`src/rtl/ula_pkg.sv`:
```
// ula_pkg: op codes, FSM states and flag bundle shared by the multi-cycle ULA.
`default_nettype none

package ula_pkg;

    localparam logic [3:0] ULA_ADD  = 4'b0000;
    localparam logic [3:0] ULA_SUB  = 4'b0001;
    localparam logic [3:0] ULA_AND  = 4'b0010;
    localparam logic [3:0] ULA_OR   = 4'b0011;
    localparam logic [3:0] ULA_XOR  = 4'b0100;
    localparam logic [3:0] ULA_SLT  = 4'b0101;
    localparam logic [3:0] ULA_SLL  = 4'b0110;
    localparam logic [3:0] ULA_SRL  = 4'b0111;
    localparam logic [3:0] ULA_SRA  = 4'b1000;
    localparam logic [3:0] ULA_MUL  = 4'b1001;
    localparam logic [3:0] ULA_DIVU = 4'b1010;
    localparam logic [3:0] ULA_REMU = 4'b1011;

    typedef enum logic [1:0] {
        S_IDLE = 2'd0,
        S_MUL  = 2'd1,
        S_DIV  = 2'd2
    } state_t;

    typedef struct packed {
        logic zero;
        logic negative;
        logic carry;
        logic overflow;
        logic divzero;
    } flags_t;

endpackage

`default_nettype wire

```
`src/rtl/ula_iter_unit.sv`:
```
// ula_iter_unit: shared shift-add multiplier / restoring divider, one bit per step.
// Divider path is built only when ULA_DIV_EN is defined.
`default_nettype none

module ula_iter_unit #(
    parameter int WIDTH = 8,
    parameter int CW    = $clog2(WIDTH)
) (
    input  logic             clk,
    input  logic             reset,
    input  logic             load,
    input  logic             div_mode,
    input  logic             step,
    input  logic [WIDTH-1:0] op_a,
    input  logic [WIDTH-1:0] op_b,
    output logic             finished,
    output logic [WIDTH-1:0] res_hi,
    output logic [WIDTH-1:0] res_lo
);

    logic [WIDTH-1:0] hi;
    logic [WIDTH-1:0] lo;
    logic [WIDTH-1:0] opb;
    logic [CW-1:0]    count;
    logic [WIDTH:0]   base;
    logic [WIDTH:0]   addend;
    logic [WIDTH:0]   sum;
    logic             cin;

`ifdef ULA_DIV_EN
    logic mode;
`else
    logic unused_div_mode;
    assign unused_div_mode = div_mode;
`endif

    // One adder serves both: hi+B (multiply) or {hi,lo msb}-B (divide).
    always_comb begin
        base   = {1'b0, hi};
        addend = lo[0] ? {1'b0, opb} : '0;
        cin    = 1'b0;
`ifdef ULA_DIV_EN
        if (mode) begin
            base   = {hi, lo[WIDTH-1]};
            addend = ~{1'b0, opb};
            cin    = 1'b1;
        end
`endif
        sum    = base + addend + {{WIDTH{1'b0}}, cin};
        res_hi = sum[WIDTH:1];
        res_lo = {sum[0], lo[WIDTH-1:1]};
`ifdef ULA_DIV_EN
        if (mode) begin
            if (sum[WIDTH]) begin
                res_hi = base[WIDTH-1:0];
                res_lo = {lo[WIDTH-2:0], 1'b0};
            end else begin
                res_hi = sum[WIDTH-1:0];
                res_lo = {lo[WIDTH-2:0], 1'b1};
            end
        end
`endif
    end

    assign finished = step && (count == CW'(WIDTH - 1));

    always_ff @(posedge clk or posedge reset) begin
        if (reset) begin
            hi    <= '0;
            lo    <= '0;
            opb   <= '0;
            count <= '0;
`ifdef ULA_DIV_EN
            mode  <= 1'b0;
`endif
        end else if (load) begin
            hi    <= '0;
            lo    <= op_a;
            opb   <= op_b;
            count <= '0;
`ifdef ULA_DIV_EN
            mode  <= div_mode;
`endif
        end else if (step) begin
            hi    <= res_hi;
            lo    <= res_lo;
            count <= count + 1'b1;
        end
    end

endmodule

`default_nettype wire

```
`src/rtl/ula_multiciclo.sv`:
```
// ula_multiciclo: registered ULA with Start/Busy/Done handshake and iterative MUL/DIVU/REMU.
// Define ULA_DIV_EN to build the divider; otherwise 1010/1011 act as reserved op codes.
`default_nettype none

module ula_multiciclo
    import ula_pkg::*;
#(
    parameter int WIDTH = 8,
    parameter int SHW   = $clog2(WIDTH)
) (
    input  logic             clk,
    input  logic             reset,
    input  logic             Start,
    input  logic [3:0]       ULAControl,
    input  logic [WIDTH-1:0] SrcA,
    input  logic [WIDTH-1:0] SrcB,
    output logic             Busy,
    output logic             Done,
    output logic [WIDTH-1:0] ULAResult,
    output logic [WIDTH-1:0] ULAResultHi,
    output logic             Zero,
    output logic             Negative,
    output logic             Carry,
    output logic             Overflow,
    output logic             DivZero
);

    state_t           state;
    state_t           state_nxt;
    logic [3:0]       op_q;
    flags_t           flags;
    logic             accept;
    logic             is_mul;
    logic             div_iter;
    logic             load;
    logic             finished;
    logic [WIDTH-1:0] res_hi;
    logic [WIDTH-1:0] res_lo;
    logic [WIDTH-1:0] iter_res;
    logic [WIDTH-1:0] iter_hi;
    logic [WIDTH:0]   add_full;
    logic [WIDTH:0]   sub_full;
    logic [SHW-1:0]   shamt;
    logic [WIDTH-1:0] sc_res;
    logic             sc_carry;
    logic             sc_ovf;
    logic             sc_dz;

    assign accept = Start && (state == S_IDLE);
    assign is_mul = (ULAControl == ULA_MUL);
`ifdef ULA_DIV_EN
    assign div_iter = ((ULAControl == ULA_DIVU) || (ULAControl == ULA_REMU)) && (SrcB != '0);
`else
    assign div_iter = 1'b0;
`endif
    assign load   = accept && (is_mul || div_iter);
    assign Busy   = (state != S_IDLE);

    ula_iter_unit #(.WIDTH(WIDTH)) u_iter (
        .clk      (clk),
        .reset    (reset),
        .load     (load),
        .div_mode (div_iter),
        .step     (Busy),
        .op_a     (SrcA),
        .op_b     (SrcB),
        .finished (finished),
        .res_hi   (res_hi),
        .res_lo   (res_lo)
    );

    always_ff @(posedge clk or posedge reset) begin
        if (reset) state <= S_IDLE;
        else       state <= state_nxt;
    end

    always_comb begin
        state_nxt = state;
        case (state)
            S_IDLE:       if (load) state_nxt = is_mul ? S_MUL : S_DIV;
            S_MUL, S_DIV: if (finished) state_nxt = S_IDLE;
            default:      state_nxt = S_IDLE;
        endcase
    end

    assign add_full = {1'b0, SrcA} + {1'b0, SrcB};
    assign sub_full = {1'b0, SrcA} + {1'b0, ~SrcB} + (WIDTH+1)'(1);
    assign shamt    = SrcB[SHW-1:0];

    always_comb begin
        sc_res   = '0;
        sc_carry = 1'b0;
        sc_ovf   = 1'b0;
        sc_dz    = 1'b0;
        case (ULAControl)
            ULA_ADD: begin
                sc_res   = add_full[WIDTH-1:0];
                sc_carry = add_full[WIDTH];
                sc_ovf   = (SrcA[WIDTH-1] == SrcB[WIDTH-1]) && (sc_res[WIDTH-1] != SrcA[WIDTH-1]);
            end
            ULA_SUB: begin
                sc_res   = sub_full[WIDTH-1:0];
                sc_carry = sub_full[WIDTH];
                sc_ovf   = (SrcA[WIDTH-1] != SrcB[WIDTH-1]) && (sc_res[WIDTH-1] != SrcA[WIDTH-1]);
            end
            ULA_AND: sc_res = SrcA & SrcB;
            ULA_OR:  sc_res = SrcA | SrcB;
            ULA_XOR: sc_res = SrcA ^ SrcB;
            ULA_SLT: sc_res = {{(WIDTH-1){1'b0}}, (SrcA < SrcB)};
            ULA_SLL: sc_res = SrcA << shamt;
            ULA_SRL: sc_res = SrcA >> shamt;
            ULA_SRA: sc_res = $unsigned($signed(SrcA) >>> shamt);
`ifdef ULA_DIV_EN
            // Only reaches here as a single-cycle op when the divisor is zero.
            ULA_DIVU: begin
                sc_res = '1;
                sc_dz  = 1'b1;
            end
            ULA_REMU: begin
                sc_res = SrcA;
                sc_dz  = 1'b1;
            end
`endif
            default: sc_res = '0;
        endcase
    end

    always_comb begin
        iter_res = res_lo;
        iter_hi  = '0;
        if (op_q == ULA_MUL)       iter_hi  = res_hi;
        else if (op_q == ULA_REMU) iter_res = res_hi;
    end

    always_ff @(posedge clk or posedge reset) begin
        if (reset) op_q <= '0;
        else if (load) op_q <= ULAControl;
    end

    always_ff @(posedge clk or posedge reset) begin
        if (reset) begin
            Done        <= 1'b0;
            ULAResult   <= '0;
            ULAResultHi <= '0;
            flags       <= '0;
        end else begin
            Done <= 1'b0;
            if (accept && !load) begin
                Done        <= 1'b1;
                ULAResult   <= sc_res;
                ULAResultHi <= '0;
                flags       <= '{zero: (sc_res == '0), negative: sc_res[WIDTH-1],
                                 carry: sc_carry, overflow: sc_ovf, divzero: sc_dz};
            end else if (finished) begin
                Done        <= 1'b1;
                ULAResult   <= iter_res;
                ULAResultHi <= iter_hi;
                flags       <= '{zero: (iter_res == '0), negative: iter_res[WIDTH-1],
                                 carry: 1'b0, overflow: 1'b0, divzero: 1'b0};
            end
        end
    end

    assign Zero     = flags.zero;
    assign Negative = flags.negative;
    assign Carry    = flags.carry;
    assign Overflow = flags.overflow;
    assign DivZero  = flags.divzero;

endmodule

`default_nettype wire

```
`config.mk`:
```
export PLATFORM = sky130hd
export DESIGN_NAME = ula_multiciclo
export DESIGN_NICKNAME = d
export VERILOG_FILES = /design/src/rtl/ula_pkg.sv /design/src/rtl/ula_iter_unit.sv /design/src/rtl/ula_multiciclo.sv
export SDC_FILE = /design/constraint.sdc
export NUM_CORES = 1
export LEC_CHECK = 0
export CAP_MARGIN = 20
export CORE_MARGIN = 4
export CORE_UTILIZATION = 50
export DETAILED_ROUTE_END_ITERATION = 8
export PLACE_DENSITY = 0.81
export SYNTH_ARGS = -nofsm -noshare
export SYNTH_HDL_FRONTEND = slang
export SYNTH_SLANG_ARGS = --single-unit
```
`constraint.sdc`:
```
create_clock -name clk -period 3.6 [get_ports clk]
set_clock_uncertainty 0.05 [all_clocks]
set_input_delay 0.72 -clock clk [delete_from_list [all_inputs] [get_ports clk]]
set_output_delay 0.72 -clock clk [all_outputs]
set_load 0.02 [all_outputs]
```
## Word level (Yosys, flattened, before mapping)

Cells that the tools add are included.

| operators by class | value |
|---|---|
| bitwise operators | 4 |
| mux-type cells | 25 |
| eq/ne operators | 20 |
| add/subtract/negate cells | 5 |
| shift-type cells | 3 |
| reduce and logical (&&, ||, !) cells | 16 |
| $lt $le $gt $ge | 1 |

Operators by type and width:

| kind | count |
|---|---|
| 8-bit two-way mux | 12 |
| 8-bit case mux with 9 select lines | 1 |
| 8-bit by 8-bit adder with 9-bit output | 2 |
| 4-bit by 3-bit equality test with 1-bit output, second input constant | 4 |
| 4-bit equality test, second input constant | 4 |
| 8-bit zero test | 2 |
| 5-bit two-way mux | 2 |
| 8-bit by 9-bit adder with 9-bit output | 1 |
| 9-bit by 1-bit adder with 9-bit output, second input constant | 1 |
| 8-bit AND | 1 |
| 4-bit by 2-bit equality test with 1-bit output, second input constant | 2 |
| 8-bit < comparator | 1 |
| 8-bit inverter | 1 |
| 8-bit OR | 1 |
| 8-bit by 3-bit left shift with 8-bit output | 1 |
| 8-bit by 3-bit >> shifter with 8-bit output | 1 |
| 8-bit by 3-bit >>> shifter with 8-bit output | 1 |
| 8-bit XOR | 1 |
| 1-bit logical AND | 6 |
| 2-bit two-way mux | 3 |
| 3-bit two-way mux | 2 |
| 2-bit nonzero test | 3 |
| 4-bit by 1-bit equality test with 1-bit output, second input constant | 1 |
| 4-bit zero test | 1 |
| 14 further kinds | 19 |

| word-level totals | value |
|---|---|
| logic and storage cells | 88 |
| output and inout port bits | 23 |
| bits in registers | 55 |

## Depth between registers and ports, before layout

Gate-level depths: netlist of run 1.

| depth | value |
|---|---|
| depth after elaboration | 7 |
| gate-level depth with buffers | 13 |
| mapped depth without buffers | 12 |

## Modules after synthesis

From an unflattened synthesis of run 1, not the netlist that was laid out.

| second synthesis, totals | value |
|---|---|
| cell total of the unflattened synthesis | 518 |
| area total of the unflattened synthesis | 4647.0 sq um |

By module, submodules not included:

| module | area an instance (sq um) | times used | cells each |
|---|---|---|---|
| ula_multiciclo | 3009.1 | 1 | 358 |
| ula_iter_unit | 1637.8 | 1 | 160 |

## Worst setup path before layout of run 1

OpenSTA, ideal clock, no wires.

| timing | value |
|---|---|
| kind | input -> register |
| from | in SrcB[1] |
| to | reg ULAResult[7] |
| slack | 436 ps |
| stages on the path | 12 |
| arrival time | 2988 ps |
| path buffers | 2 |
| cell sequence | buf_6 > inv_1 > buf_1 > ha_1 > a21o_1 > a22oi_1 > a21oi_1 > and2_1 > o31a_1 > nor3_1 > nor2_1 > a221o_1 |

| between the ends | value |
|---|---|
| cells in the longest elaborated chain, start to end | 5 |
| elaborated cells between the ends (all ways) | 9 |

RTL lines:

| what | RTL line | source |
|---|---|---|
| start: declaration | ula_multiciclo.sv:16 | `input logic [WIDTH-1:0] SrcB,` |
| 8-bit inverter | ula_multiciclo.sv:87 | `assign sub_full = {1'b0, SrcA} + {1'b0, ~SrcB} + (WIDTH+1)'(1);` |
| 8-bit by 8-bit adder with 9-bit output | ula_multiciclo.sv:87 |  |
| 9-bit by 1-bit adder with 9-bit output | ula_multiciclo.sv:87 |  |
| 8-bit case mux with 9 select lines (*) | ula_multiciclo.sv:95 | `case (ULAControl)` |
| 8-bit two-way mux (*) | ula_multiciclo.sv:148 | `if (accept && !load) begin` |
| end signal: assignment | ula_multiciclo.sv:150 | `ULAResult <= sc_res;` |
| end signal: assignment | ula_multiciclo.sv:156 | `ULAResult <= iter_res;` |
| end: declaration | ula_multiciclo.sv:19 | `output logic [WIDTH-1:0] ULAResult,` |

Every way passes the cells marked *; elsewhere a longest branch is shown, timed or not.
A chain may end at the register's enable or synchronous reset.

## Worst setup path in the final report of run 1

| timing | value |
|---|---|
| from | in SrcB[3] |
| to | reg ULAResult[7] |

Same word-level chain as after synthesis.

==> run summary, run 1 <==
The setup-violating endpoint count in the final report is 0, and the number of flops mapped to enable cells by yosys is 0. In the synthesized netlist the dominant register cell turns out to be sky130_fd_sc_hd__dfrtp_1. The die is 102 um wide.

Entering global routing, the biggest net connects 54 pins. In this run the worst hold path is classified as register to register. Across the run, the number of max-cap violations was 0. Endpoint of the worst-slack reg-to-reg timing path: ULAResult[7].

The logs give 0 for the number of antenna violations at the first check in global routing and 0 for the count of instances resized after the clock tree is built. Global-route wire length before repair: 21,300 um. Measured along the y axis, the die boundary spans 102 um. The number of antenna diodes in the final layout is 0. Before CTS, the worst setup slack after placement is 0.102 ns. For the total nets after synthesis, the log shows 572.

In this run the clock root is driven by a sky130_fd_sc_hd__clkbuf_8. The run gives 764 as the fill cell instance count of the final layout. Once detail routing completed, the nets flagged for antenna violations numbered 0. The count of standard-cell rows came out at 34.

The post-CTS setup-driven buffer insertion count is 0, and the iteration count of the initial detailed-routing pass is 5. In this run, the number of DRC markers left after iteration 0 of detailed routing was 255. For the worst flop-to-flop path, the logic depth is 12. Yosys printed 0 warnings. The hold path startpoint is u_iter.opb[2]. The top-level I/O count was 46. The routed design has 13,000 um of wire.

Once placement completed, the tool counted placed cells totaling 680. The final layout contains 643 nets. The total clock sinks is 53. Sorting the synthesized cells by area gives the leading types as sky130_fd_sc_hd__dfrtp_1, sky130_fd_sc_hd__ha_1, sky130_fd_sc_hd__nand2_1.

The flow ran to the end, and the final reports show no timing, DRC or antenna violations. Synthesis produced a netlist whose cell count is 509. The launching element type of the critical path is a primary input.

The achievable clock frequency came out at 0.312 GHz. The distinct cell type count of the synthesized netlist is 74, and the global-route congestion overflow total is 0. The run gives 2 as the maximum level of the CTS H-tree. For the finished layout, the period the worst path requires is 3.21 ns. For the maximum count of clock buffers along a single path, the log shows 2. The worst hold path cell count was 2.

Summing all placed instances gives a cell area of 0.00523 mm2. After synthesis the cells add up to 0.00445 mm2. TritonCTS built the clock tree.

The final count of pins violating max slew was 0; the clock transition at the registers of the reported paths was 0.10 ns. For this configuration, the core starts out at a cell density of 51.3%. In the post-route analysis, the smallest setup slack over all paths is 0.394 ns. Of the available clock period, the critical path in the final layout requires 89.0%. The biggest fanout along the worst timing path came out at 7. Detailed routing inserted a total of 4,142 vias. The worst setup path is captured at a register. Worst slew slack as a fraction of its limit: 47.3%. Summing all multi-input logic gate instances after layout gives 0.00278 mm2. Setup total negative slack on the finished layout was measured at 0 ns. In the routed layout, each cell is associated on average with a via count of 6.01.

After legalization and detailed placement, the total HPWL measured 10,500 um. The tools report the beginning of the worst register-to-register path as u_iter.lo[0]. The share of synthesized area in the top cell type comes to 29.8%. Most area-hungry cell type in the Yosys netlist: sky130_fd_sc_hd__dfrtp_1. Counting instances in the post-synthesis netlist gives the leading cell types as sky130_fd_sc_hd__nand2_1, sky130_fd_sc_hd__dfrtp_1, sky130_fd_sc_hd__inv_1, sky130_fd_sc_hd__ha_1, sky130_fd_sc_hd__o21ai_0.

Routability-driven placement finished with a final weighted congestion of 0.964. For this design the ratio of total power to cell area is 442 mW/mm2. sky130_fd_sc_hd__nand2_1 is the most common cell in the netlist. The count of cells in the finished layout, fillers not included, comes to 689.

The slew at the pin with the worst max-slew slack is 0.783 ns. The DRC violations left is 0. The global-route usage over all layers came out at 26.0%. In this run the static leakage power is 2.44 nW.

For the combined flip-flop and latch cell area, the log shows 0.00133 mm2. The required time at the worst-slack endpoint was 3.76 ns. In the final routed layout, each cell accounts on average for 18.8 um. In this run the standard cell core region covers 0.00868 mm2. For this run, the register share of the synthesized area comes to 29.8%. The proportion of layout cells with a drive suffix above 1 works out to 14.1%. Kind of critical path: primary input to register.

The hold violation count in the final report was 0; the quantity of hold-fixing buffers added after cts was 0. The number of buffers added by the clock tree synthesis step is 5. The area growth from synthesis to final layout was 20.5%; the flip-flop and latch count after synthesis was 53. On the final layout, the worst hold slack is 0.438 ns. The via count of the first global-routing pass was 4,201; the synthesized area per cell was 8.74 um2. Setup repair after global routing left no endpoint under its margin.

In the synthesized netlist the async set-or-reset flop fraction comes to 100%. End point of the worst hold path: u_iter.opb[2]. The overall die area is 0.0105 mm2, and the worst-skew pair later-pin latency is 0.31 ns. The count of buffers added on input and output ports is 44. The critical path arrival is 3.36 ns, and the maximum resistive drop on vdd is 208 uV.

The worst register-to-register path has a setup slack of 0.74 ns. The run gives 0.00536 mm2 as the post-route cell area.
## sequential cells by signal, indices dropped and copies added, names as in the netlist
signal / cells
ULAResultHi: 8
ULAResult: 8
u_iter.hi: 8
u_iter.lo: 8
u_iter.opb: 8
op_q: 4
u_iter.count: 3
state: 2
Carry: 1
Done: 1
Overflow: 1
Zero: 1
## stage by stage
stage	utilization (%)	total power, mW
after global placement	60.2	1.92
after global routing	61.7	2.54
final	61.7	2.37
after detailed placement	60.2	1.96
after floorplan	-	1.57
after CTS	61.5	2.37
## power by group
| part | internal, mW | switching [mW] |
|---|---|---|
| clock | 0.209 | 0.201 |
| combinational | 0.468 | 0.618 |
| sequential | 0.762 | 0.113 |
| total | 1.44 | 0.932 |
## routing by layer
metal  vias up  wire, um  part of all wire (%)  global-route usage [%]
met5         -         0                     0                       0
met4         0       487                   3.8                    11.3
met3        37       676                   5.2                    3.07
met2       152      6470                    50                    44.9
met1      1974      5330                    41                    32.8
li1       1979         -                     -                       -
## cells by family after synthesis
group           after synthesis  share of synthesized area (%)
other cells                   1                         0.0843
compound gates              149                           23.2
fa+ha+maj                    40                           11.8
xor+xnor                     11                           2.17
simple gates                163                           19.6
mux                          20                           5.79
buf+inv                      72                           7.65
flops                        53                           29.8
## worst max-delay path by stage
stage	from	cells past startpoint	end	slack [ns]
CTS	SrcB[0]	11	Zero	0.45
global route	SrcA[0]	12	Zero	0.20
floorplan	SrcB[1]	12	ULAResult[7]	0.44
finish	SrcB[3]	11	ULAResult[7]	0.39
detailed placement	SrcB[3]	11	ULAResult[7]	0.10
global placement	SrcB[3]	11	ULAResult[7]	0.1
## placed cells by master, fill, tap and decap left out, drive strengths merged, types with 4 or more instances in the layout
cell,synthesis,final
o2bb2ai,4,4
dfrtp,53,53
mux2i,10,10
nand3,10,10
nor3,12,12
a211oi,9,9
nor2,22,22
a21o,5,5
nor4b,4,4
o221ai,15,15
inv,41,42
and2,14,14
nand4,5,5
nand2,60,60
o31a,4,4
a21oi,28,28
xnor2,6,6
nand2b,6,6
mux2,6,6
nor2b,9,9
buf,24,51
ha,37,37
o22ai,6,6
o21ai,37,37
mux4,4,4
clkbuf,7,5
o21bai,5,5
xor2,5,5
o211ai,6,6
clkdlybuf4s50,0,44
## worst max-delay path, stage by stage
cell,delay [ns]
sky130_fd_sc_hd__clkdlybuf4s50_1,0.48
sky130_fd_sc_hd__inv_1,0.11
sky130_fd_sc_hd__ha_1,0.39
sky130_fd_sc_hd__nor2b_2,0.21
sky130_fd_sc_hd__o21bai_1,0.10
sky130_fd_sc_hd__a31o_1,0.25
sky130_fd_sc_hd__and2_1,0.18
sky130_fd_sc_hd__o31a_1,0.27
sky130_fd_sc_hd__nor3_1,0.31
sky130_fd_sc_hd__nor2_1,0.07
sky130_fd_sc_hd__a221o_1,0.26
## cell type report
type | count | area share (%)
Multi-Input combinational cell | 384 | 51.9
Tap cell | 108 | 2.52
Timing Repair Buffer | 95 | 15.8
Inverter | 41 | 2.87
Sequential cell | 53 | 24.8
Clock buffer | 5 | 1.28
Clock inverter | 3 | 0.817
Power figures use the tool's default switching activity.
==> run 2, diff against run 1 <==
- MAX_ROUTING_LAYER: unset -> met4
- clock period: 3.6 -> 3.5 ns (I/O delays scaled with it)
==> run 2 against run 1 <==
Compared with the run above: global-route usage increased by 0.38 points; highest routed layer unchanged; register-to-register slack got worse by 0.17 ns; combinational power up 4%; critical path type unchanged; sequential power increased by 2.7%; flip-flop and latch count unchanged; core utilization grew 0.58 points; clock-buffer cell count did not move.
==> run summary, run 2 (synthesis gave the netlist of run 1 again) <==
The maximum resistive drop on vdd came out at 175 uV (was 208 uV). Number of violations reported at the end of detailed-routing iteration 0: 319 (was 255). The clock period could shrink to 3.26 ns. The tools report the DRC violations left as 0 (unchanged). The flow ran to the end, and the final reports show no timing, DRC or antenna violations. The top-level I/O count is 46 (unchanged), and the core region area is 0.00868 mm2 (unchanged). Beginning of the worst register-to-register path: u_iter.lo[0] (unchanged). The logs give 51.3% (unchanged) for the effective utilization at floorplan and 3.41 ns (was 3.36 ns) for the critical path arrival.

Critical Path, Cell by Cell: clkdlybuf4s50_1, buf_4, ha_1, inv_1, fa_1, nor2b_1, o31a_1, a211oi_1, nor4_4, and2_1, and4_1, nand4_1, o311ai_1 (was clkdlybuf4s50_1, inv_1, ha_1, nor2b_2, o21bai_1, a31o_1, and2_1, o31a_1, nor3_1, nor2_1, a221o_1). The required time at the worst-slack endpoint is 3.64 ns (was 3.76 ns), and the global-route wire length before repair is 21,100 um (was 21,300 um). The tools report the kind of capture point of the worst setup path as a register (unchanged). The leakage dissipation was 2.48 nW (was 2.44 nW). Count of placed standard cells including taps: 694 (was 680). The global routing usage on met3 came out at 2.80% (was 3.07%). The run gives 0 (unchanged) as the setup-violating endpoint count in the final report.

The run gives 53 (unchanged) as the total clock sinks. The logs give 656 (was 643) for the final-stage net count and 0.235 ns (was 0.394 ns) for the final worst setup slack. The post-CTS setup-driven buffer insertion count is 0 (unchanged), and the final instance count without filler cells is 702 (was 689). Library cell used as clock root buffer: sky130_fd_sc_hd__clkbuf_8 (unchanged). The total power consumption of the routed design is 2.39 mW (was 2.37 mW), and the worst-skew pair later-pin latency is 0.32 ns (was 0.31 ns). The maximum cell stage delay along the critical path is 0.50 ns (was 0.48 ns). Buffering stage count on the worst path with inverters included: 3 (was 2). The run gives 0.438 ns (about the same) as the worst hold margin.

The final weighted congestion in routability-driven placement is 1.02 (was 0.964), and the number of antenna repair diodes is 0 (unchanged). The overall die area was 0.0105 mm2 (unchanged). The tools report the hold path startpoint as u_iter.opb[3] (was u_iter.opb[2]).

The die height is 102 um (unchanged), and the clock transition at the registers of the reported paths is 0.10 ns (about the same). The quantity of hold-fixing buffers added after cts came out at 0 (unchanged). The layer with the highest usage was met2 (unchanged). The run gives 0 (unchanged) as the hold violation count in the final report. The count of instances resized after the clock tree is built was 0 (unchanged).

Proportion of layout cells with a drive suffix above 1: 16.0% (was 14.1%). The tools report the worst setup path startpoint as SrcA[0] (was SrcB[3]). The number of buffers added by the clock tree synthesis step is 5 (unchanged), and the biggest fanout along the worst timing path is 4 (was 7). The pre-CTS setup slack is -0.0516 ns (was 0.102 ns). The met1 global-route usage came out at 33.1% (was 32.8%).

End-of-flow core utilization: 62.3% (was 61.7%). The run gives 13,200 um (was 13,000 um) as the total wirelength of the detailed-routed design. Max-capacitance violation count: 0 (unchanged). Number of antenna-violating nets in the routed design: 0 (unchanged). The worst slew slack as a fraction of its limit was 48.0% (was 47.3%). TritonCTS built the clock tree. The via count of the first global-routing pass was 4,125 (was 4,201). The cell area after placement is 0.00532 mm2 (was 0.00523 mm2), and the area growth from synthesis to final layout is 21.6% (was 20.5%). Most common cell after layout, fill and taps aside: sky130_fd_sc_hd__buf_4 (was sky130_fd_sc_hd__nand2_1).

The cell with the biggest individual delay on the critical path was sky130_fd_sc_hd__clkdlybuf4s50_1 (unchanged). The average wire length per cell after detail routing came out at 18.8 um (about the same). The iteration count of the initial detailed-routing pass is 5 (unchanged). The share of the cycle needed by the critical path after routing works out to 93.3%. The fill cell instance count of the final layout is 768 (was 764), and the slew at the pin with the worst max-slew slack is 0.773 ns (was 0.783 ns). The maximum count of clock buffers along a single path came out at 2 (unchanged).

Most frequent cells in the layout: sky130_fd_sc_hd__buf_4, sky130_fd_sc_hd__nand2_1, sky130_fd_sc_hd__dfrtp_1 (was sky130_fd_sc_hd__nand2_1, sky130_fd_sc_hd__dfrtp_1, sky130_fd_sc_hd__buf_4). The number of vias after detailed routing was 4,275 (was 4,142). Launching element type of the critical path: a primary input (unchanged). The logs give 0 (unchanged) for the number of antenna violations at the first check in global routing and 35 (was 54) for the maximum number of pins on one net before global-route repair. Average vias per placed instance: 6.09 (was 6.01). For the post-route cell area, the log shows 0.00541 mm2 (was 0.00536 mm2).

The tools report the maximum level of the CTS H-tree as 2 (unchanged). The kind of critical path was primary input to register (unchanged). The half-perimeter wire length of the detailed placement result was 10,700 um (was 10,500 um). Gate family responsible for the most delay along the worst path: simple AND/OR/NAND/NOR gates (was compound AO/OA/AOI/OAI gates).

The final count of pins violating max slew was 0 (unchanged); the global-route met2 utilization was 44.9% (about the same). Setup repair after global routing left no endpoint under its margin. The horizontal die dimension was 102 um (unchanged). The global-route congestion overflow total is 0 (unchanged). The kind of path behind the tightest hold check is register to register (unchanged).

The run gives 34 (unchanged) as the count of standard-cell rows. Total negative setup slack: 0 ns (unchanged). The quantity of I/O buffers inserted on ports came out at 44 (unchanged). For the global-route usage over all layers, the log shows 26.4% (was 26.0%). The areal power density over the cells works out to 441 mW/mm2 (was 442 mW/mm2). Derived from the worst setup path, the maximum achievable clock frequency is 0.306 GHz.
==> run 2: path summary, 6_finish.rpt <==
| kind | slack, ns | end | depth (start not counted) |
|---|---|---|---|
| setup / recovery | 0.24 | Zero | 13 |
| setup reg to reg | 0.57 | Zero | 12 |
| hold reg to reg | 0.44 | u_iter.opb[3] | 2 |
| max in group asynchronous | 1.98 | u_iter.opb[1] | 3 |
| min in group asynchronous | 0.64 | state[0] | 2 |
| hold / removal | 0.44 | u_iter.opb[3] | 2 |
==> run 2: layout make-up <==
cell class                 count  area (um2)  share of cell area (%)
tap                          108         135                    2.50
clock buffer                   5        68.8                    1.27
sequential                    53        1330                    24.5
multi-input combinational    384        2780                    51.4
clock inverter                 3        21.3                   0.393
timing repair buffer         108         921                    17.0
inverter                      41         154                    2.85
==> run 2: metal layers <==
| layer | up-vias | wire, um |
|---|---|---|
| li1 | 2000 | - |
| met1 | 2058 | 5370 |
| met2 | 188 | 6630 |
| met3 | 29 | 837 |
| met4 | 0 | 342 |
| met5 | - | 0 |
==> run 2: worst register-to-register path, delay by kind of cell, from the launching register on <==
kind,cells,cell delay (ns)
DFF,1,0.48
muxes,1,0.24
adders and majority gates,2,0.60
AOI/OAI and AO/OA,3,0.63
buffers and inverters,1,0.07
xor gates and xnor gates,1,0.18
and+or+nand+nor,4,0.57
==> run 2: where the power goes <==
group,total (mW),internal [mW],switching [mW]
clock network,0.355,0.142,0.213
logic,1.13,0.493,0.640
registers,0.899,0.784,0.115
total,2.39,1.42,0.968
==> run 3, diff against run 2 <==
--- a/config.mk
+++ b/config.mk
@@ -8,8 +8,8 @@
 export CAP_MARGIN = 20
 export CORE_MARGIN = 4
-export CORE_UTILIZATION = 50
+export CORE_UTILIZATION = 37
 export DETAILED_ROUTE_END_ITERATION = 8
 export MAX_ROUTING_LAYER = met4
-export PLACE_DENSITY = 0.81
+export PLACE_DENSITY = 0.65
 export SYNTH_ARGS = -nofsm -noshare
 export SYNTH_HDL_FRONTEND = slang
==> constraint.sdc (replaced) <==
create_clock -name clk -period 3.5 [get_ports clk]
set_clock_uncertainty 0.05 [all_clocks]
set_input_delay 0.525 -clock clk [delete_from_list [all_inputs] [get_ports clk]]
set_output_delay 0.525 -clock clk [all_outputs]
set_load 0.02 [all_outputs]
==> run 3 against run 2 <==
Compared with the run above: worst hold slack got worse by 0.011 ns; global-route usage decreased by 6.8 points; flip-flop and latch count unchanged; sequential power is 0.7% higher; non-clock buffer count decreased by 28; first-iteration DRC count down 9.1%; cell count rose by 1.0%; combinational power is essentially flat; final area decreased by 1.6%; clock power increased by 43%; clock-buffer cell count unchanged; critical path type unchanged.
==> run summary, run 3 (synthesis gave the netlist of run 1 again) <==
The iteration count of the initial detailed-routing pass is 4 (was 5), and the number of vias after detailed routing is 4,021 (was 4,275). The maximum cell stage delay along the critical path works out to 0.56 ns (was 0.50 ns). The post-route cell area was 0.00532 mm2 (was 0.00541 mm2). The logs give 37 (was 35) for the maximum number of pins on one net before global-route repair and 45.8% (was 62.3%) for the end-of-flow core utilization. The worst slew slack as a fraction of its limit was 55.5% (was 48.0%); the total clock sinks was 53 (unchanged). Critical Path, Cell by Cell: clkdlybuf4s50_1, inv_1, ha_1, fa_1, nor3_1, nor3_1, o31a_1, o21bai_1, a21oi_1, a41oi_1, nand4_1, o311ai_1 (was clkdlybuf4s50_1, buf_4, ha_1, inv_1, fa_1, nor2b_1, o31a_1, a211oi_1, nor4_4, and2_1, and4_1, nand4_1, o311ai_1). The required time at the worst-slack endpoint was 3.65 ns (was 3.64 ns); the overall die area was 0.0138 mm2 (was 0.0105 mm2).

The quantity of I/O buffers inserted on ports was 44 (unchanged). Setup repair after global routing left no endpoint under its margin. The die height came out at 118 um (was 102 um).

The areal power density over the cells is 472 mW/mm2 (was 441 mW/mm2). The run gives 0 (unchanged) as the quantity of hold-fixing buffers added after cts. Share of the cycle needed by the critical path after routing: 91.1% (was 93.3%).

Top-level I/O count: 46 (unchanged). The run gives 0 (unchanged) as the global-route congestion overflow total. TritonCTS built the clock tree. The achievable clock frequency is 0.314 GHz (was 0.306 GHz).

The library cell used as clock root buffer was sky130_fd_sc_hd__clkbuf_16 (was sky130_fd_sc_hd__clkbuf_8). The horizontal die dimension was 118 um (was 102 um). The critical path arrival is 3.34 ns (was 3.41 ns). Most frequent cells in the layout: sky130_fd_sc_hd__nand2_1, sky130_fd_sc_hd__dfrtp_1, sky130_fd_sc_hd__clkdlybuf4s50_1 (was sky130_fd_sc_hd__buf_4, sky130_fd_sc_hd__nand2_1, sky130_fd_sc_hd__dfrtp_1). For the max-capacitance violation count, the log shows 0 (unchanged). The tools report the launching element type of the critical path as a primary input (unchanged). Cell with the biggest individual delay on the critical path: sky130_fd_sc_hd__clkdlybuf4s50_1 (unchanged).

The total negative setup slack was 0 ns (unchanged). The final instance count without filler cells was 709 (was 702). The run finished with clean final reports. The tools report the count of placed standard cells including taps as 701 (was 694).

The kind of critical path was primary input to register (unchanged). The half-perimeter wire length of the detailed placement result was 10,600 um (was 10,700 um); the cell area after placement was 0.00517 mm2 (was 0.00532 mm2). Average wire length per cell after detail routing: 18.4 um (was 18.8 um).

The kind of path behind the tightest hold check was register to register (unchanged). The logs give 13,100 um (was 13,200 um) for the total wirelength of the detailed-routed design and 628 (was 656) for the final-stage net count. The logs give 0.428 ns (was 0.438 ns) for the worst hold margin and 21,500 um (was 21,100 um) for the global-route wire length before repair. The cell that appears most often on the critical path is sky130_fd_sc_hd__nor3_1. The slew at the pin with the worst max-slew slack was 0.667 ns (was 0.773 ns). Proportion of layout cells with a drive suffix above 1: 12.0% (was 16.0%). The tools report the leakage dissipation as 2.38 nW (was 2.48 nW).

For the number of buffers added by the clock tree synthesis step, the log shows 5 (unchanged). The kind of capture point of the worst setup path was a register (unchanged). The hold violation count in the final report is 0 (unchanged), and the biggest fanout along the worst timing path is 5 (was 4). The total power consumption of the routed design was 2.51 mW (was 2.39 mW). Gate family responsible for the most delay along the worst path: compound AO/OA/AOI/OAI gates (was simple AND/OR/NAND/NOR gates). Minimum period implied by the final worst setup slack: 3.19 ns (was 3.26 ns). The post-CTS setup-driven buffer insertion count is 0 (unchanged).

The area growth from synthesis to final layout was 19.6% (was 21.6%); the buffering stage count on the worst path with inverters included was 2 (was 3). For the count of instances resized after the clock tree is built, the log shows 0 (unchanged). The average vias per placed instance is 5.67 (was 6.09), and the number of antenna-violating nets in the routed design is 0 (unchanged). The count of standard-cell rows is 39 (was 34). The run gives 4,051 (was 4,125) as the via count of the first global-routing pass. The logs give 228 uV (was 175 uV) for the maximum resistive drop on vdd and 0 (unchanged) for the setup-violating endpoint count in the final report. The number of violations reported at the end of detailed-routing iteration 0 was 290 (was 319); the DRC violations left was 0 (unchanged).

The tools report the worst-skew pair later-pin latency as 0.30 ns (was 0.32 ns). The most common cell after layout, fill and taps aside was sky130_fd_sc_hd__nand2_1 (was sky130_fd_sc_hd__buf_4). For the pre-CTS setup slack, the log shows 0.0233 ns (was -0.0516 ns). The final worst setup slack was 0.311 ns (was 0.235 ns). The maximum count of clock buffers along a single path is 2 (unchanged), and the final count of pins violating max slew is 0 (unchanged). The run gives 0 (unchanged) as the number of antenna violations at the first check in global routing. The clock transition at the registers of the reported paths is 0.07 ns (was 0.10 ns). The number of antenna repair diodes is 0 (unchanged), and the core region area is 0.0116 mm2 (was 0.00868 mm2). The maximum level of the CTS H-tree is 2 (unchanged), and the final weighted congestion in routability-driven placement is 0.923 (was 1.02).

The logs give 38.3% (was 51.3%) for the effective utilization at floorplan and 19.6% (was 26.4%) for the global-route usage over all layers.
run 3: cell types whose count changed in the layout (fill, tap and decap cells not counted):
cell | previous run | this run
sky130_fd_sc_hd__clkbuf_8 | 5 | 0
sky130_fd_sc_hd__a31oi_2 | 0 | 1
sky130_fd_sc_hd__a31oi_1 | 2 | 1
sky130_fd_sc_hd__clkinv_2 | 1 | 0
sky130_fd_sc_hd__clkbuf_16 | 0 | 5
sky130_fd_sc_hd__inv_6 | 1 | 2
sky130_fd_sc_hd__buf_12 | 0 | 1
sky130_fd_sc_hd__buf_4 | 64 | 35
run 3: layout make-up:
type | instances | area (um2)
Fill cell | 1153 | 6290
Multi-Input combinational cell | 384 | 2790
Sequential cell | 53 | 1330
Timing Repair Buffer | 80 | 723
Tap cell | 143 | 179
Inverter | 41 | 154
Clock buffer | 5 | 125
Clock inverter | 3 | 25.0
run 3: worst paths after layout:
| path | from | endpoint | cells past startpoint | slack (ns) |
|---|---|---|---|---|
| min in group asynchronous | reset | ULAResultHi[4] | 2 | 0.49 |
| max reg2reg | u_iter.lo[0] | ULAResult[7] | 12 | 0.63 |
| min | ULAResultHi[1] | ULAResultHi[1] | 2 | 0.43 |
| min reg2reg | ULAResultHi[1] | ULAResultHi[1] | 2 | 0.43 |
| max in group asynchronous | reset | u_iter.lo[7] | 3 | 2.39 |
| max | SrcA[0] | Zero | 12 | 0.31 |
run 3: layer usage:
layer  vias to the layer above  share of wire (%)  GRT usage (%)
met1                      1912                 44           24.8
met3                        38                4.0           2.26
met4                         0                4.2           8.06
met2                       125                 48           32.1
li1                       1946                  -              -
met5                         -                  0              -
run 3: power by group:
part / leakage (nW) / switching [mW] / internal [mW]
Sequential: 0.687 / 0.121 / 0.785
Combinational: 1.62 / 0.634 / 0.466
Clock: 0.0708 / 0.237 / 0.271
Total: 2.38 / 0.991 / 1.52
run 3: worst min-delay path: cells and delay by family (launching register included):
family / cells / cell delay, ns
AND/OR/NAND/NOR: 1 / 0.04
flip-flops: 1 / 0.35
AO/OA/AOI/OAI: 1 / 0.05
==> RTL edit, RTL diff (settings of run 1) <==
Encoding of `state_t`: now one-hot (3 bits for 3 states).
--- a/src/rtl/ula_pkg.sv
+++ b/src/rtl/ula_pkg.sv
@@ -16,10 +16,10 @@
     localparam logic [3:0] ULA_DIVU = 4'b1010;
     localparam logic [3:0] ULA_REMU = 4'b1011;
 
-    typedef enum logic [1:0] {
-        S_IDLE = 2'd0,
-        S_MUL  = 2'd1,
-        S_DIV  = 2'd2
+    typedef enum logic [2:0] {
+        S_IDLE = 3'b001,
+        S_MUL  = 3'b010,
+        S_DIV  = 3'b100
     } state_t;
 
     typedef struct packed {
Function: same outputs for any inputs over 4 cycles, from zero or initial values and one cycle with reset high; so few cycles prove little.
==> RTL edit against run 1 <==
Setup slack worse by 0.032 ns; utilization is 0.46 points higher; total power is 17% lower; synthesized area is 1.9% higher; routed wire length is 8.8% higher; worst hold slack better by 0.0082 ns; non-clock buffer count is 2 higher; sequential cell count is 1 higher; cell area is 1.7% higher; maximum frequency is 1.0% lower.
==> RTL edit: results (changes against run 1) <==
Setup path
  • Crit path max fanout: 3 (-4)
  • Worst path slowest cell: clkdlybuf4s50_1
  • CP delay by family, top: compound AO/OA/AOI/OAI gates
  • CP arrival: 3.38 ns (+0.02 ns)
  • Crit path largest cell delay: 0.51 ns (+0.03 ns)

Yosys
  • Syn nets: 587 (+2.6%)
  • Ys async rst share: 1.000 (unchanged)
  • Largest area contributor in the netlist: dfrtp_1
  • Most instantiated cells after synthesis: nand2_1 (54), dfrtp_1 (53), o21ai_0 (41), nor2_1 (38), ha_1 (36)
  • Prevailing post-synth register cell: dfrtp_1
  • Top post-synthesis cells by area: dfrtp_1 (29%), ha_1 (9.9%), mux4_2 (5.0%), o21ai_0 (4.5%), nand2_1 (4.5%)
  • Post-Synthesis Cells: 525 (+3.1%)
  • Synth warnings: 0 (unchanged)
  • Seq/Total Area, Yosys: 0.2984 (about the same)
  • Synth cell types: 78 (+5.4%)

Final layout
  • Diode count: 0 (unchanged)
  • Nets: 658 (+2.3%)
  • Cell Count, Final, Fillers Out: 705 (+2.3%)
  • Fillers: 757 (-0.92%)
  • Layout cells sized above 1: 0.1508 (+0.009618)

CTS
  • CTS max path bufs: 2 (unchanged)
  • Root Driver: clkbuf_8
  • Clock Pin Slew Worst Setup and Hold Paths: ~0.090 ns
  • Worst-Skew Late Latency: 0.31 ns (about the same)
  • H-tree Lvls: 2 (unchanged)
  • Total CTS buffers: 5 (unchanged)
  • Setup bufs post-CTS: 0 (unchanged)
  • CTS resizes: 0 (unchanged)

Route
  • DR vias: 4454 (+7.5%)
  • Wire length per cell: 20.00 um (+6.3%)
  • Router iterations before antenna repair: 4 (-1)
  • DRT iter0 DRCs: 355 (+39%)

Placement
  • Gpl congestion: 0.9800 (+1.7%)
  • Hpwl dp: 11290 um (+7.9%)
  • Dpl cell area: 5364 um2 (+2.7%)
  • Port Buffers: 44 (unchanged)
  • Dpl cells: 697 (+2.5%)

GRT
  • Antenna violations before repair: 0 (unchanged)
  • GRT Overall Usage: 0.2752 (+0.01501)
  • Vias in the first global route: 4361 (+3.8%)
  • Largest net degree at the start of global routing: 29 (-46%)
  • First-pass GRT wire length: 22560 um (+5.8%)

Status
  • Status: finished clean

Min path
  • Hold/Removal Path Class: reg -> reg

Power
  • P_int: 0.001212 W (-16%)
  • VDD IR max: 0.1713 mV (-18%)
  • P_leak: 2.473 nW (+1.2%)

STA
  • Final Hold Viols: 0 (unchanged)
  • Worst-Margin Slew: 0.8355 ns (+0.05281 ns)
  • Setup Total Neg Slack: 0 ns (unchanged)
[RTL edit: path summary, 6_finish.rpt]
| path | startpoint | end | slack, ns | depth (start not counted) |
|---|---|---|---|---|
| setup reg to reg | u_iter.lo[0] | ULAResult[7] | 0.80 | 12 |
| hold / removal | ULAResultHi[1] | ULAResultHi[1] | 0.45 | 2 |
| max in group asynchronous | reset | state[0] | 2.06 | 3 |
| min in group asynchronous | reset | u_iter.hi[1] | 0.73 | 2 |
| hold reg to reg | ULAResultHi[1] | ULAResultHi[1] | 0.45 | 2 |
| setup / recovery | SrcA[0] | ULAResult[6] | 0.36 | 12 |
[RTL edit: stage by stage]
stage          total power, W  setup WS (ns)
2_1_floorplan        0.001317         0.4408
3_3_place_gp         0.001589         0.1141
3_5_place_dp         0.001626        0.06955
4_1_cts              0.001958         0.3856
5_1_grt              0.002087         0.1801
6_report             0.001965         0.3619
[RTL edit: power groups by stage]
| stage | Combinational, W | Sequential [W] | Clock, W |
|---|---|---|---|
| final | 0.000815 | 0.000815 | 0.000335 |
| after global routing | 0.000892 | 0.000829 | 0.000366 |
| after CTS | 0.000806 | 0.000813 | 0.000339 |
| after detailed placement | 0.000801 | 0.000824 | 0 |
| after global placement | 0.000771 | 0.000819 | 0 |
| after floorplan | 0.000505 | 0.000812 | 0 |
[RTL edit: kinds of logic after synthesis]
kind of cell             synth area share
buffers and inverters             0.05989
XOR/XNOR                          0.01932
flip-flops                         0.2984
AO/OA/AOI/OAI                      0.2252
other                           0.0008272
multiplexers                      0.07425
adder cells (fa/ha/maj)            0.1126
AND/OR/NAND/NOR                    0.2095
[RTL edit: layout make-up]
class	count	area, um2	area share
clock buffers	6	72.57	0.01331
clock inverters	2	13.76	0.002525
inverters	31	116.4	0.02135
multi-input cells	407	2909	0.5337
flip-flops and latches	54	1353	0.2482
well taps	108	135.1	0.02479
repair buffers	97	850.8	0.1561
[RTL edit: tightest hold or removal path, stage by stage, from the launching register on]
cell and delay (ns):
dfrtp_1 0.35, nand2_1 0.05, o21ai_0 0.06
[RTL edit: metal layers]
metal  up-vias  wire length [um]  global-route usage
met1      2162              5923              0.3764
met2       204              6858              0.4598
met5         -                 0                   0
li1       2052                 -                   -
met3        36               853             0.02482
met4         0               464             0.09263
